## src/rtl/fifo_rd_stream.sv

```systemverilog
// Read-side consumer for the project FIFO: pops into a 3-entry prefetch buffer
// and re-presents the words as a valid/ready stream on the FIFO read clock.
module fifo_rd_stream #(
    parameter int DATA_WIDTH = 8,
    parameter int CNT_WIDTH  = 16
) (
    input  logic                  rd_clk,
    input  logic                  rstn,
    input  logic                  fifo_empty,
    input  logic [DATA_WIDTH-1:0] fifo_rd_data,
    output logic                  fifo_rd_enb,
    input  logic                  flush,
    output logic                  m_valid,
    input  logic                  m_ready,
    output logic [DATA_WIDTH-1:0] m_data,
    output logic [CNT_WIDTH-1:0]  pop_cnt,
    output logic [1:0]            occ
);

    localparam int DEPTH = 3;

    logic [DATA_WIDTH-1:0] mem_q [DEPTH];
    logic [1:0]            wptr_q, wptr_d;
    logic [1:0]            rptr_q, rptr_d;
    logic [1:0]            occ_q, occ_d;
    logic                  infl_q, infl_d;
    logic [CNT_WIDTH-1:0]  pop_cnt_q, pop_cnt_d;

    logic room;
    logic capture;
    logic deliver;

    function automatic logic [1:0] ptr_inc(input logic [1:0] p);
        return (p == 2'd2) ? 2'd0 : p + 2'd1;
    endfunction

    // Pop only when the word can be guaranteed a slot; m_ready is deliberately
    // kept out of this path so the FIFO enable never depends on downstream.
    assign room        = ({1'b0, occ_q} + {2'b00, infl_q}) < 3'd3;
    assign fifo_rd_enb = rstn && !fifo_empty && !flush && room;

    assign capture = infl_q && !flush;
    assign m_valid = (occ_q != 2'd0);
    assign deliver = m_valid && m_ready;

    assign occ     = occ_q;
    assign pop_cnt = pop_cnt_q;

    always_comb begin
        case (rptr_q)
            2'd0:    m_data = mem_q[0];
            2'd1:    m_data = mem_q[1];
            default: m_data = mem_q[2];
        endcase
    end

    always_comb begin
        wptr_d    = wptr_q;
        rptr_d    = rptr_q;
        occ_d     = occ_q;
        infl_d    = fifo_rd_enb;
        pop_cnt_d = deliver ? pop_cnt_q + CNT_WIDTH'(1) : pop_cnt_q;
        if (flush) begin
            wptr_d = 2'd0;
            rptr_d = 2'd0;
            occ_d  = 2'd0;
            infl_d = 1'b0;
        end else begin
            if (capture) wptr_d = ptr_inc(wptr_q);
            if (deliver) rptr_d = ptr_inc(rptr_q);
            case ({capture, deliver})
                2'b10:   occ_d = occ_q + 2'd1;
                2'b01:   occ_d = occ_q - 2'd1;
                default: occ_d = occ_q;
            endcase
        end
    end

    always_ff @(posedge rd_clk or negedge rstn) begin
        if (!rstn) begin
            wptr_q    <= 2'd0;
            rptr_q    <= 2'd0;
            occ_q     <= 2'd0;
            infl_q    <= 1'b0;
            pop_cnt_q <= '0;
        end else begin
            wptr_q    <= wptr_d;
            rptr_q    <= rptr_d;
            occ_q     <= occ_d;
            infl_q    <= infl_d;
            pop_cnt_q <= pop_cnt_d;
        end
    end

    // A word arriving in a flush cycle belongs to the discarded stream.
    for (genvar g = 0; g < DEPTH; g++) begin : g_entry
        always_ff @(posedge rd_clk or negedge rstn) begin
            if (!rstn) begin
                mem_q[g] <= '0;
            end else if (capture && (wptr_q == 2'(g))) begin
                mem_q[g] <= fifo_rd_data;
            end
        end
    end

endmodule

```

## config.mk

```make
export PLATFORM = sky130hd
export DESIGN_NAME = fifo_rd_stream
export DESIGN_NICKNAME = d
export VERILOG_FILES = /design/src/rtl/fifo_rd_stream.sv
export SDC_FILE = /design/constraint.sdc
export NUM_CORES = 1
export LEC_CHECK = 0
export ABC_AREA = 1
export BUFFER_PORTS_ARGS = -buffer_cell sky130_fd_sc_hd__buf_2
export CORE_UTILIZATION = 30
export CTS_CLUSTER_DIAMETER = 30
export DETAILED_ROUTE_END_ITERATION = 12
export PLACE_DENSITY = 0.59
export SLEW_MARGIN = 20
export SYNTH_ARGS = -nofsm -noshare
export SYNTH_HDL_FRONTEND = slang
export SYNTH_SLANG_ARGS = --single-unit
```

## constraint.sdc

```tcl
create_clock -name rd_clk -period 1.3 [get_ports rd_clk]
set_clock_uncertainty 0.05 [all_clocks]
set_input_delay 0.065 -clock rd_clk [delete_from_list [all_inputs] [get_ports rd_clk]]
set_output_delay 0.065 -clock rd_clk [all_outputs]
set_load 0.01 [all_outputs]
```

==> results of run 1 <==
-- logic make-up after synthesis --
| family | after synthesis | share of synthesized area, % |
|---|---|---|
| XOR/XNOR | 9 | 3.86 |
| buffers and inverters | 34 | 5.87 |
| AO/OA/AOI/OAI | 33 | 7.71 |
| adder cells (fa/ha/maj) | 3 | 1.68 |
| flip-flops | 47 | 52.5 |
| AND/OR/NAND/NOR | 137 | 28.4 |
-- state kept, by name (all words and copies together) (netlist names) --
signal and cells:
wptr_q 2, rptr_q 2, occ 2, pop_cnt 16
infl_q 1, mem_q 24
-- layout make-up --
type	count	area, um2	area share, %
repair buffers	84	724	20.7
clock buffers	5	68.8	1.97
well taps	99	124	3.54
flip-flops and latches	47	1180	33.7
clock inverters	3	67.6	1.93
multi-input cells	182	1220	34.8
inverters	30	115	3.29
-- stage by stage --
stage / setup WS [ns] / std cells
after floorplan: -0.0686 / 263
after global placement: -0.0601 / 425
after detailed placement: -0.0655 / 425
after CTS: -0.375 / 446
after global routing: -0.442 / 450
final: -0.355 / 450
-- timing repair --
item,in CTS,in global routing
endpoints found under the setup margin,21,56
setup buffers,5,2
pin swaps,16,14
resized for setup,30,60
hold buffers,8,0
endpoints found under the hold margin,57,0
cloned,0,2
-- cell usage after synthesis, drive strengths merged --
master / n
nand2: 87
dfrtp: 47
inv: 30
o21ai: 28
nand3: 24
nor2: 18
xor2: 6
nand4: 5
a21oi: 3
clkbuf: 3
ha: 3
xnor2: 3
a2111oi: 2
nor3: 2
buf: 1
or3: 1
-- power by group through the flow --
stage               logic [W]  registers (W)  clock network (W)
floorplan            0.000495        0.00188                  0
global placement      0.00115        0.00181                  0
detailed placement    0.00117        0.00182                  0
CTS                   0.00135        0.00180            0.00132
global route          0.00171        0.00186            0.00136
finish                0.00155        0.00183            0.00128
-- cells in the final DEF (no fill, tap or decap), types with 3 or more instances in the layout --
| cell | synthesis | routed |
|---|---|---|
| buf_6 | 0 | 17 |
| buf_4 | 0 | 23 |
| nand2_1 | 84 | 63 |
| nand3_4 | 0 | 3 |
| clkbuf_8 | 0 | 5 |
| inv_2 | 1 | 3 |
| o21ai_0 | 26 | 14 |
| nor2_2 | 4 | 4 |
| buf_12 | 0 | 4 |
| nand2_2 | 3 | 15 |
| o21ai_1 | 2 | 12 |
| nor2_1 | 11 | 7 |
| nand2_4 | 0 | 9 |
| nor2_4 | 2 | 6 |
| dlygate4sd3_1 | 0 | 8 |
| xor2_1 | 6 | 6 |
| buf_2 | 1 | 30 |
| nand3_2 | 4 | 12 |
| dfrtp_1 | 47 | 45 |
| inv_1 | 29 | 26 |
| nand4_1 | 5 | 5 |
| nand3_1 | 20 | 9 |
-- critical path: cells and delay by family (launching register included) --
kind / cells / cell delay (ns)
AOI/OAI and AO/OA: 1 / 0.26
DFF: 1 / 0.43
buffers and inverters: 1 / 0.17
adders and majority gates: 2 / 0.38
-- per-layer routing --
layer,share of wire [%],vias to the layer above,wire [um]
li1,-,1023,-
met1,47,947,2610
met2,48,48,2620
met3,4.1,6,223
met4,0.96,0,53
met5,0,-,0
-- final timing paths --
path / startpoint / end / slack (ns)
hold reg to reg: mem_q[7] / mem_q[7] / 0.44
setup reg to reg: occ[0] / pop_cnt[9] / -0.25
hold / removal: fifo_rd_data[5] / mem_q[13] / -0.003
min in group asynchronous: rstn / mem_q[9] / 0.42
max in group asynchronous: rstn / occ[0] / 0.34
setup / recovery: occ[0] / fifo_rd_enb / -0.35
==> run metrics, run 1 <==
Area growth, synth to finish=56.1%; met1 Use GR=19.1%; Power per Cell Area=1330 nW/um2; clk slew on worst S/H paths=0.10 ns; crit-path max cell delay=0.43 ns; First-pass DRT Iterations=4; Post-Syn Area=2240 um2; Synth Net Count=279; slowest CP cell=dfrtp_2; sequential power share=39.2%; Setup crit start kind=flop; largest net degree at the start of global routing=48; Pint=0.00324 W; Logic pwr share=33.2%; detailed-route DRC error count=0; leading area contributor after synthesis=dfrtp_1; Core Area=7250 um2; TritonCTS buffer count=5; Cell Area, Placed=2850 um2; RD Place Congestion=0.778; R2R depth=9; final setup violating endpoints=35; failing checks=negative hold slack, negative setup slack; port bufs=40; FMAX=0.604 GHz; VDD IR max=0.771 mV; synthesized area per cell=8.52 um2; CTS tree=done; first-pass GRT wire length=8.65 mm; starting density of the core=30.9%; fraction of layout cells with a size suffix above 1=43.3%; Clk pwr share=27.5%; die area=7820 um2; GR peak layer=met2; Yosys top cell area share=52.5%; Max Cap Viol=0; H-tree Lvls=2; vias in the first global route=1,889; Root Buffer=clkbuf_8; die width=88.4 um; Hold Crit Depth=3; crit path kind=reg -> out; Worst EP arrival=1.54 ns; Final nets=366; Setup TNS Final=-4.77 ns; Worst Path Required=1.19 ns; Hold Path Class=in -> reg; First DRT Iteration DRCs=73; initial antenna violation count=0; Yosys cell types=26; sequential share of the synthesized area=52.5%; crit-path max FO=2; Worst Setup End Kind=output port; crit path cell chain=ha_4, ha_4, a2111oi_4, buf_2; Slew @ Worst Pin=0.610 ns; status=finished with violations; Syn. warnings=0; Final Instance Area=3500 um2; TritonCTS Sinks=47; Global Route Usage Sum=14.3%; Post-Syn Instances=263; clk buf depth=2; pins over their slew limit=0; post-DR wirelength/cell=12.2 um; drt via density=4.50; global routing usage on met3=2.99%; ANT cells=0; Die Y=88.4 um; grt ovf=0; Pleak=1.76 nW; I/O pins=41; met2 capacity usage during global routing=23.6%; Final ANT Viol Nets=0; FF+latch count, synth=47; RSZ-0062 raised after global routing=yes; Worst path most repeated cell=ha_4; Final min period=1.65 ns; final setup margin=-0.355 ns; Tot Pwr=0.00465 W; Skew-Pair Late Insertion Delay=0.29 ns; FILL cells=690; HPWL after detailed placement=3.50 mm; Sw Pwr=0.00142 W; # rows=31; Area contributors post-synth=dfrtp_1 53%, nand2_1 14%, o21ai_0 5.8%, inv_1 4.9%, nand3_1 4.5%; Worst slew margin=59.3%; Fin Hold WS=-0.00288 ns; vias=2,024; switch share=30.5%; Fin. Hold Viols=2; final period utilization=127%; final core utilization=48.2%; final wirelength=5.50 mm
Power figures use the tool's default switching activity.
==> run 2, diff against run 1 <==
CORE_ASPECT_RATIO = 0.7   (was default)
CTS_CLUSTER_SIZE = 28   (was default)
==> run 2 against run 1 <==
Effect of this change:
- hold slack worse by 0.0079 ns
- largest power group unchanged
- power is 7.2% lower
- setup slack got worse by 0.031 ns
- first-iteration DRC count increased by 21%
- the run still ends with negative hold slack, negative setup slack left
- register-to-register slack worse by 0.11 ns
- final cell count shrank 0.44%
- clock-buffer cell count stayed put
==> run metrics, run 2 (synthesized netlist as in run 1, its figures left out) <==
Skew-Pair Late Insertion Delay=0.31 ns; First-pass DRT Iterations=5; largest net degree at the start of global routing=48; vias in the first global route=1,796; grt ovf=0; clk buf depth=2; port bufs=40; Multi-input gate area=1220 um2; post-DR wirelength/cell=12.6 um; Final ANT Viol Nets=0; final wirelength=5.64 mm; Worst Setup End Kind=output port; sequential power share=42.4%; crit path launch=occ[0]; failing checks=negative hold slack, negative setup slack; Fin Hold WS=-0.0108 ns; FILL cells=687; Slew @ Worst Pin=0.599 ns; RSZ-0062 raised after global routing=yes; Final Instance Area=3410 um2; Pint=0.00286 W; detailed-route DRC error count=0; status=finished with violations; first-pass GRT wire length=8.89 mm; Die Y=74.3 um; final setup violating endpoints=31; Worst slew margin=60.1%; commonest non-fill, non-tap cells in the layout=62 x nand2_1, 45 x dfrtp_1, 30 x buf_2; starting density of the core=32.1%; ANT cells=0; HPWL after detailed placement=3.71 mm; R2R depth=10; initial antenna violation count=0; First DRT Iteration DRCs=88; Global Route Usage Sum=14.8%; I/O pins=41; Cell Area, Placed=2830 um2; Worst Path Required=1.19 ns; final core utilization=48.9%; Logic pwr share=36.7%; die area=7820 um2; die width=105 um; Pleak=1.70 nW; Hold Path Class=in -> reg; FMAX=0.593 GHz; worst reg2reg endpoint=rptr_q[0]; r2r setup slk=-0.36 ns; Root Buffer=clkbuf_8; worst setup path endpoint=fifo_rd_enb; clk slew on worst S/H paths=0.10 ns; vias=2,022; pins over their slew limit=0; VDD IR max=0.608 mV; commonest non-fill, non-tap cell in the layout=nand2_1; Worst path most repeated cell=ha_4; final period utilization=130%; drt via density=4.51; Max Cap Viol=0; max FFs per register=24; Worst EP arrival=1.57 ns; Crit Reg-Reg Startpoint=occ[0]; Final nets=369; crit path kind=reg -> out; CTS tree=done; Worst path depth=4; Sw Pwr=0.00146 W; # rows=25; WP buf/inv=1; TritonCTS Sinks=47; Largest Register=mem_q; Core Area=6980 um2; RD Place Congestion=0.759; Setup crit start kind=flop; H-tree Lvls=2; TritonCTS buffer count=5; crit path cell chain=ha_4, ha_4, a2111oi_4, buf_2; Seq. cell area=1180 um2; Top delay family on crit path=flip-flops; Fin. Hold Viols=4; Power per Cell Area=1270 nW/um2; crit-path max cell delay=0.44 ns; fraction of layout cells with a size suffix above 1=43.5%; Area growth, synth to finish=52.3%; slowest CP cell=dfrtp_2; switch share=33.7%; Final min period=1.69 ns; crit-path max FO=2; Clk pwr share=21.0%; final setup margin=-0.386 ns
-- run 2: changes by cell type in the layout (fill, tap and decap cells not counted), sizes merged --
| cell | previous run | this run |
|---|---|---|
| buf | 74 | 80 |
| nand3 | 24 | 25 |
| clkinv | 0 | 1 |
| clkinvlp | 1 | 2 |
| clkbuf | 7 | 5 |
| dlygate4sd3 | 8 | 6 |
| bufinv | 2 | 0 |
-- run 2: layout make-up --
cell class | instances | area share (%)
multi-input cells | 183 | 35.7
flip-flops and latches | 47 | 34.5
repair buffers | 86 | 20.3
well taps | 94 | 3.45
inverters | 30 | 3.37
clock buffers | 5 | 2.02
clock inverters | 3 | 0.587
-- run 2: worst min path at each step --
stage,cells past startpoint,startpoint,slack [ns],end
after detailed placement,2,rstn,0.23,pop_cnt[6]
after CTS,3,fifo_rd_data[5],0.006,mem_q[5]
after global routing,3,fifo_rd_data[2],0.02,mem_q[2]
after global placement,2,rstn,0.23,pop_cnt[6]
final,3,fifo_rd_data[1],-0.01,mem_q[9]
after floorplan,0,rstn,-0.28,infl_q
-- run 2: timing repair --
item	in CTS	in global routing
pin swaps	13	22
hold endpoints to repair	55	0
gates cloned	0	1
buffers inserted	9	3
hold buffers	6	0
setup endpoints to repair	20	41
resized for setup	26	62
-- run 2: stage by stage --
stage / std cells / power (W) / TNS, ns / setup slack, ns
finish: 448 / 0.00432 / -7.46 / -0.386
global route: 448 / 0.00458 / -10.11 / -0.456
CTS: 444 / 0.00408 / -5.69 / -0.404
detailed placement: 421 / 0.00298 / -0.269 / -0.105
global placement: 421 / 0.00296 / -0.118 / -0.0779
floorplan: 263 / 0.00237 / -0.101 / -0.0686
-- run 2: power groups by stage --
stage | registers (W) | logic, W | clock network (W)
floorplan | 0.00188 | 0.000495 | 0
global placement | 0.00182 | 0.00115 | 0
detailed placement | 0.00183 | 0.00116 | 0
CTS | 0.00180 | 0.00135 | 0.000926
global route | 0.00186 | 0.00174 | 0.000986
finish | 0.00183 | 0.00158 | 0.000907
-- run 2: per-layer routing --
layer,track usage (%),vias up,wire length (um)
met4,4.69,0,71
li1,-,1025,-
met3,2.89,7,196
met5,0,-,0
met1,22.8,953,3020
met2,20.5,37,2360
-- run 2: worst reg2reg max path: stages, from the launching register on --
cell and delay, ns:
dfrtp_2 0.44, buf_4 0.14, buf_6 0.10, buf_6 0.12, buf_6 0.11, nor2_4 0.15, nor2_8 0.08, buf_4 0.14
buf_6 0.11, nand3_1 0.06, o21ai_1 0.07
